**config.mk**
```make
export PLATFORM = sky130hd
export DESIGN_NAME = serializador_10b_flat
export DESIGN_NICKNAME = d
export VERILOG_FILES = /design/src/rtl/serializador_10b_pkg.sv /design/src/rtl/serializador_10b_if.sv /design/src/rtl/serializador_10b_contador_unos.sv /design/src/rtl/serializador_10b.sv /design/src/flat_wrapper.sv
export SDC_FILE = /design/constraint.sdc
export NUM_CORES = 1
export LEC_CHECK = 0
export ABC_CLOCK_PERIOD_IN_PS = 3900
export CAP_MARGIN = 20
export CORE_MARGIN = 5
export CORE_UTILIZATION = 45
export DETAILED_ROUTE_END_ITERATION = 12
export DONT_BUFFER_PORTS = 1
export PLACE_DENSITY = 0.64
export SYNTH_ARGS = -nofsm -noshare
export SYNTH_HDL_FRONTEND = slang
export SYNTH_SLANG_ARGS = --single-unit
export TNS_END_PERCENT = 5
```
**constraint.sdc**
```tcl
create_clock -name clk -period 3.9 [get_ports clk]
set_input_delay 1.17 -clock clk [delete_from_list [all_inputs] [get_ports clk]]
set_output_delay 1.17 -clock clk [all_outputs]
set_load 0.005 [all_outputs]
```
**src/rtl/serializador_10b_pkg.sv**
```systemverilog
// Shared types and constants for the 10-bit serializer and its companion decoder.
package serializador_pkg;
  localparam int ANCHO = 10;

  typedef enum logic [1:0] {
    ESPERA  = 2'd0,
    DATOS   = 2'd1,
    RELLENO = 2'd2
  } estado_t;

  // K28.5 in both polarities, bit 9 = a
  localparam logic [ANCHO-1:0] K285_RDN = 10'b0011111010;
  localparam logic [ANCHO-1:0] K285_RDP = 10'b1100000101;
endpackage

```
**src/rtl/serializador_10b_if.sv**
```systemverilog
// Word handshake from the 8b/10b encoder into the serializer.
interface serializador_10b_if;
  logic [serializador_pkg::ANCHO-1:0] datos;
  logic                               valido;
  logic                               listo;

  modport master (output datos, output valido, input listo);
  modport slave  (input datos, input valido, output listo);
endinterface

```
**src/rtl/serializador_10b_contador_unos.sv**
```systemverilog
// Combinational popcount of a 10-bit code group.
module contador_unos_10 (
  input  logic [9:0] w,
  output logic [3:0] n
);
  always_comb begin
    n = 4'd0;
    for (int i = 0; i < 10; i++) n = n + 4'(w[i]);
  end
endmodule

```
**src/rtl/serializador_10b.sv**
```systemverilog
// 10-bit serializer, MSB first, with K28.5 idle fill and running-disparity check.
module serializador_10b
  import serializador_pkg::*;
#(
  parameter logic [ANCHO-1:0] COMA_RDN   = K285_RDN,
  parameter logic [ANCHO-1:0] COMA_RDP   = K285_RDP,
  parameter logic             RD_INICIAL = 1'b0
) (
  input  logic                clk,
  input  logic                rst,
  input  logic                enb,
  serializador_10b_if.slave   bus,
  output logic                serial,
  output logic                frontera,
  output logic                relleno,
  output logic                rd,
  output logic                err_disp
);
  localparam logic [3:0] CNT_FIN = 4'd9;

  estado_t          estado, estado_n;
  logic [ANCHO-1:0] shreg, shreg_n, palabra;
  logic [3:0]       cnt, cnt_n, n_unos;
  logic             rd_q, rd_n, err_q, err_n;

  // Idle slots carry the comma that flips the current disparity
  assign palabra = bus.valido ? bus.datos : (rd_q ? COMA_RDP : COMA_RDN);

  contador_unos_10 u_unos (.w(palabra), .n(n_unos));

  always_ff @(posedge clk or negedge rst) begin
    if (!rst) begin
      estado <= ESPERA;
      shreg  <= '0;
      cnt    <= CNT_FIN;
      rd_q   <= RD_INICIAL;
      err_q  <= 1'b0;
    end else begin
      estado <= estado_n;
      shreg  <= shreg_n;
      cnt    <= cnt_n;
      rd_q   <= rd_n;
      err_q  <= err_n;
    end
  end

  always_comb begin
    estado_n = estado;
    shreg_n  = shreg;
    cnt_n    = cnt;
    rd_n     = rd_q;
    err_n    = 1'b0;
    if (cnt == CNT_FIN) begin
      if (enb) begin
        shreg_n  = palabra;
        cnt_n    = 4'd0;
        estado_n = bus.valido ? DATOS : RELLENO;
        err_n    = (n_unos < 4'd4) || (n_unos > 4'd6) ||
                   (!rd_q && n_unos == 4'd4) || (rd_q && n_unos == 4'd6);
        // Disparity resyncs on the loaded word even when it is illegal
        if (n_unos > 4'd5)      rd_n = 1'b1;
        else if (n_unos < 4'd5) rd_n = 1'b0;
      end else begin
        shreg_n  = '0;
        estado_n = ESPERA;
      end
    end else begin
      shreg_n = {shreg[ANCHO-2:0], 1'b0};
      cnt_n   = cnt + 4'd1;
    end
  end

  assign bus.listo = enb && (cnt == CNT_FIN);
  assign serial    = shreg[ANCHO-1];
  assign frontera  = (estado != ESPERA) && (cnt == 4'd0);
  assign relleno   = (estado == RELLENO);
  assign rd        = rd_q;
  assign err_disp  = err_q;
endmodule

```
**src/flat_wrapper.sv**
```systemverilog
// flat-port wrapper written by rule: the top's interface ports become plain ports
module serializador_10b_flat import serializador_pkg::*;
#(
  parameter logic [ANCHO-1:0] COMA_RDN   = K285_RDN,
  parameter logic [ANCHO-1:0] COMA_RDP   = K285_RDP,
  parameter logic             RD_INICIAL = 1'b0
)
  (clk, rst, enb, serial, frontera, relleno, rd, err_disp, bus_datos, bus_valido, bus_listo);
  serializador_10b_if bus_i ();
  input  logic clk;
  input  logic rst;
  input  logic enb;
  output logic serial;
  output logic frontera;
  output logic relleno;
  output logic rd;
  output logic err_disp;
  input wire logic [$bits(bus_i.datos)-1:0] bus_datos;
  input wire logic [$bits(bus_i.valido)-1:0] bus_valido;
  output wire logic [$bits(bus_i.listo)-1:0] bus_listo;
  assign bus_i.datos = bus_datos;
  assign bus_i.valido = bus_valido;
  assign bus_listo = bus_i.listo;
  serializador_10b #(.COMA_RDN(COMA_RDN), .COMA_RDP(COMA_RDP), .RD_INICIAL(RD_INICIAL)) u_core (.clk(clk), .rst(rst), .enb(enb), .bus(bus_i), .serial(serial), .frontera(frontera), .relleno(relleno), .rd(rd), .err_disp(err_disp));
endmodule
```
==> metrics.yaml <==
final_layout:
  fin_util_pct: 54.3
  final_common_cell: "dfrtp_1"
  drive_above_1_share_pct: 27.7
  mostFrequentLayoutCells: "dfrtp_1 (16), nand2_1 (13), buf_4 (10), nor2_1 (9), inv_1 (8)"
  nets: 142
  antenna_cells: 0
  area_growth_pct: 12.9
synthesis:
  synth_seq_cells: 18
  synth_compound_area_share_pct: 17.8
  syn-num-nets: 133
  synthTopCellsByArea: "dfrtp_1 (37%), fa_1 (11%), dfstp_2 (4.8%)"
  yosys.cell_types.count: 31
  synth.avg_cell_area_um2: 9.77
  synthSimpleGateAreaFrac_pct: 17.0
  synth_fa_ha_area_share_pct: 13.4
  synth_top_area_share_pct: 36.9
  netlist_instances: 111
  seq_area_frac_synth_pct: 41.8
  synth.largest_area_cell: "dfrtp_1"
  ys_warn_count: 0
  muxShareOfSynthArea_pct: 1.04
  yosys.area_share.xor_xnor_pct: 1.61
  synth_top_family_by_area: "compound AO/OA/AOI/OAI gates"
  netlist_area_um2: 1080
route:
  first_pass_iters: 4
  drt_iter0_drc: 9
  vias: 766
  final_antenna_net_count: 0
  via_per_inst: 5.21
  drc_errors: 0
  drt-total-wl_mm: 2.02
  wl_per_cell_um: 13.7
global_route:
  grt.met3_usage_pct: 4.58
  antenna_found_initial: 0
  grt_usage_pct: 12.9
  grt_max_degree: 24
  grt_pass1_wl_mm: 3.39
  grt_overflow: 0
  use_met1_pct: 15.9
  grt-busiest-layer: "met2"
  grt_pass1_vias: 718
  grt_use_met2_pct: 20.3
sta:
  relSlewSlack_pct: 72.8
  grt_setup_unrepaired: "yes"
  period_minus_slack_ps: 3960
  max_freq_mhz: 253
  skew_ps: 3.94
  hold_slack_ps: 471
  setup_viol: 2
  finalHoldViolCount: 0
  final-max-slew-violation-count: 0
  worst_slack_ps: -57.0
  fin_crit_sh_pct: 101
  worstMarginPinSlew_ps: 408
run:
  drv_cap: 0
pwr:
  powerDensity_nw_per_um2: 1010
  peakVddDrop_uv: 833
  power.leakage_nw: 0.586
die:
  io_pins: 20
  dieArea_um2: 3490
  coreArea_um2: 2250
  rows: 17
  initial_core_util_pct: 48.1
  dieWidth_um: 59.1
  die_y_um: 59.1
clock_network:
  htree_levels: 1
  cts.sinks: 18
  clk_pin_slew_worst_paths_ps: 100
  clkLatencyLatePin_ps: 290
  cts_buffer_depth: 2
  cts_made_buffers: 3
  cts-root-buf: "clkbuf_4"
  cts_tree: "yes"
run_status:
  violations: "setup timing"
  status: "complete, but fails checks"
placed_design:
  hpwl_mm: 1.60
  place_congestion: 0.838
  numPortBuffers: 0
setup_path:
  critPathArrivalTime_ps: 4140
  critPathLaunchType: "input pin"
  crit_type: "in2reg"
  path_common_cell: "fa_1"
  worstSetupEndpointType: "flip-flop"
  crit_family: "adder cells"
  worst-path-max-fanout: 14
  cp_num_buf_inv: 4
  cp.required_ps: 4090
  worst_path_max_delay_cell: "fa_1"
  path_cells: "nor2_4 > a21o_1 > fa_1 > inv_2 > fa_1 > fa_1 > inv_1 > ha_2 > inv_2 > fa_1 > inv_1 > o22ai_1 > o211a_1 > nor3_2"
  crit_path_max_incr_delay_ps: 550
min_path:
  hold_path.class: "reg2reg"
[path summary, 6_finish.rpt]
| path | startpoint | to | slack [ps] | cells past startpoint |
|---|---|---|---|---|
| min in group asynchronous | rst | u_core.shreg[1]$_DFF_PN0_ | 560 | 0 |
| setup reg to reg | u_core.rd$_DFFE_PN0P_ | u_core.rd$_DFFE_PN0P_ | 240 | 14 |
| setup / recovery | bus_valido | u_core.rd$_DFFE_PN0P_ | -60 | 14 |
| max in group asynchronous | rst | u_core.cnt[0]$_DFFE_PN1P_ | 3170 | 0 |
| hold / removal | u_core.shreg[1]$_DFF_PN0_ | u_core.shreg[2]$_DFF_PN0_ | 470 | 2 |
| hold reg to reg | u_core.shreg[1]$_DFF_PN0_ | u_core.shreg[2]$_DFF_PN0_ | 470 | 2 |
[worst reg2reg max path, delay by kind of cell (launching register included)]
kind                       cells  cell delay (ps)
adders and majority gates      5             2200
DFF                            1              510
AOI/OAI and AO/OA              3              500
buffers and inverters          4              200
and+or+nand+nor                2              140
[per-layer routing]
layer  up-vias  share of wire, %
li1        388                 -
met1       363                46
met2        13                47
met3         2               6.1
met4         0              0.94
met5         -                 0
[final cells by class]
class                           count  area [um2]
Clock buffer                        4        36.3
Multi-Input combinational cell     77         588
Timing Repair Buffer               10        75.1
Sequential cell                    18         453
Tap cell                           28        35.0
Inverter                           10        37.5
Fill cell                         224        1030
[through the flow]
step	instances	worst slack, ps	instance area [um2]	power [mW]	setup TNS [ps]
floorplan	111	-392	1080	0.849	-657
global placement	139	-429	1120	0.957	-750
detailed placement	139	-557	1120	0.997	-984
CTS	145	-110	1200	1.18	-186
global route	147	-172	1220	1.37	-312
finish	147	-57.0	1220	1.23	-98.4
[where the power goes]
group          switching [mW]  internal (mW)  leakage (nW)
clock network          0.0561         0.0568        0.0210
logic                   0.377          0.419         0.331
registers              0.0649          0.258         0.235
[sequential cells by signal (all words and copies together), names as in the netlist]
register and cells:
u_core.estado 2, u_core.cnt 4, u_core.rd 1, u_core.shreg 10
u_core.err_disp 1
[cell families (layout without fill, tap and decap cells)]
| group | count (synthesis) | in the layout |
|---|---|---|
| and+or+nand+nor | 36 | 36 |
| AOI/OAI and AO/OA | 30 | 30 |
| DFF | 18 | 18 |
| buffers and inverters | 16 | 24 |
| adders and majority gates | 8 | 8 |
| xor gates and xnor gates | 2 | 2 |
| muxes | 1 | 1 |
[synth_stat cells]
library cell,number
dfrtp_1,16
nand2_1,13
nor2_1,11
a21oi_1,10
inv_1,10
a22o_1,6
fa_1,6
o21ai_1,6
a21o_1,4
and2_1,2
buf_2,2
buf_6,2
dfstp_2,2
ha_1,2
nor2b_1,2
xnor2_1,2
a31oi_1,1
and4_4,1
buf_4,1
clkbuf_1,1
mux2_2,1
nand2b_1,1
nand3_1,1
nand3_2,1
nor2_2,1
nor3_1,1
nor3_2,1
nor4b_2,1
o211a_1,1
o21a_1,1
o22ai_1,1
[timing repair]
item / 4_1_cts / 5_1_grt
pin swaps: 4 / 3
setup buffers: 2 / 2
resized for setup: 7 / 6
hold endpoints to repair: 0 / 0
hold buffers: 0 / 0
setup endpoints to repair: 2 / 2
(Power assumes the default switching activity.)
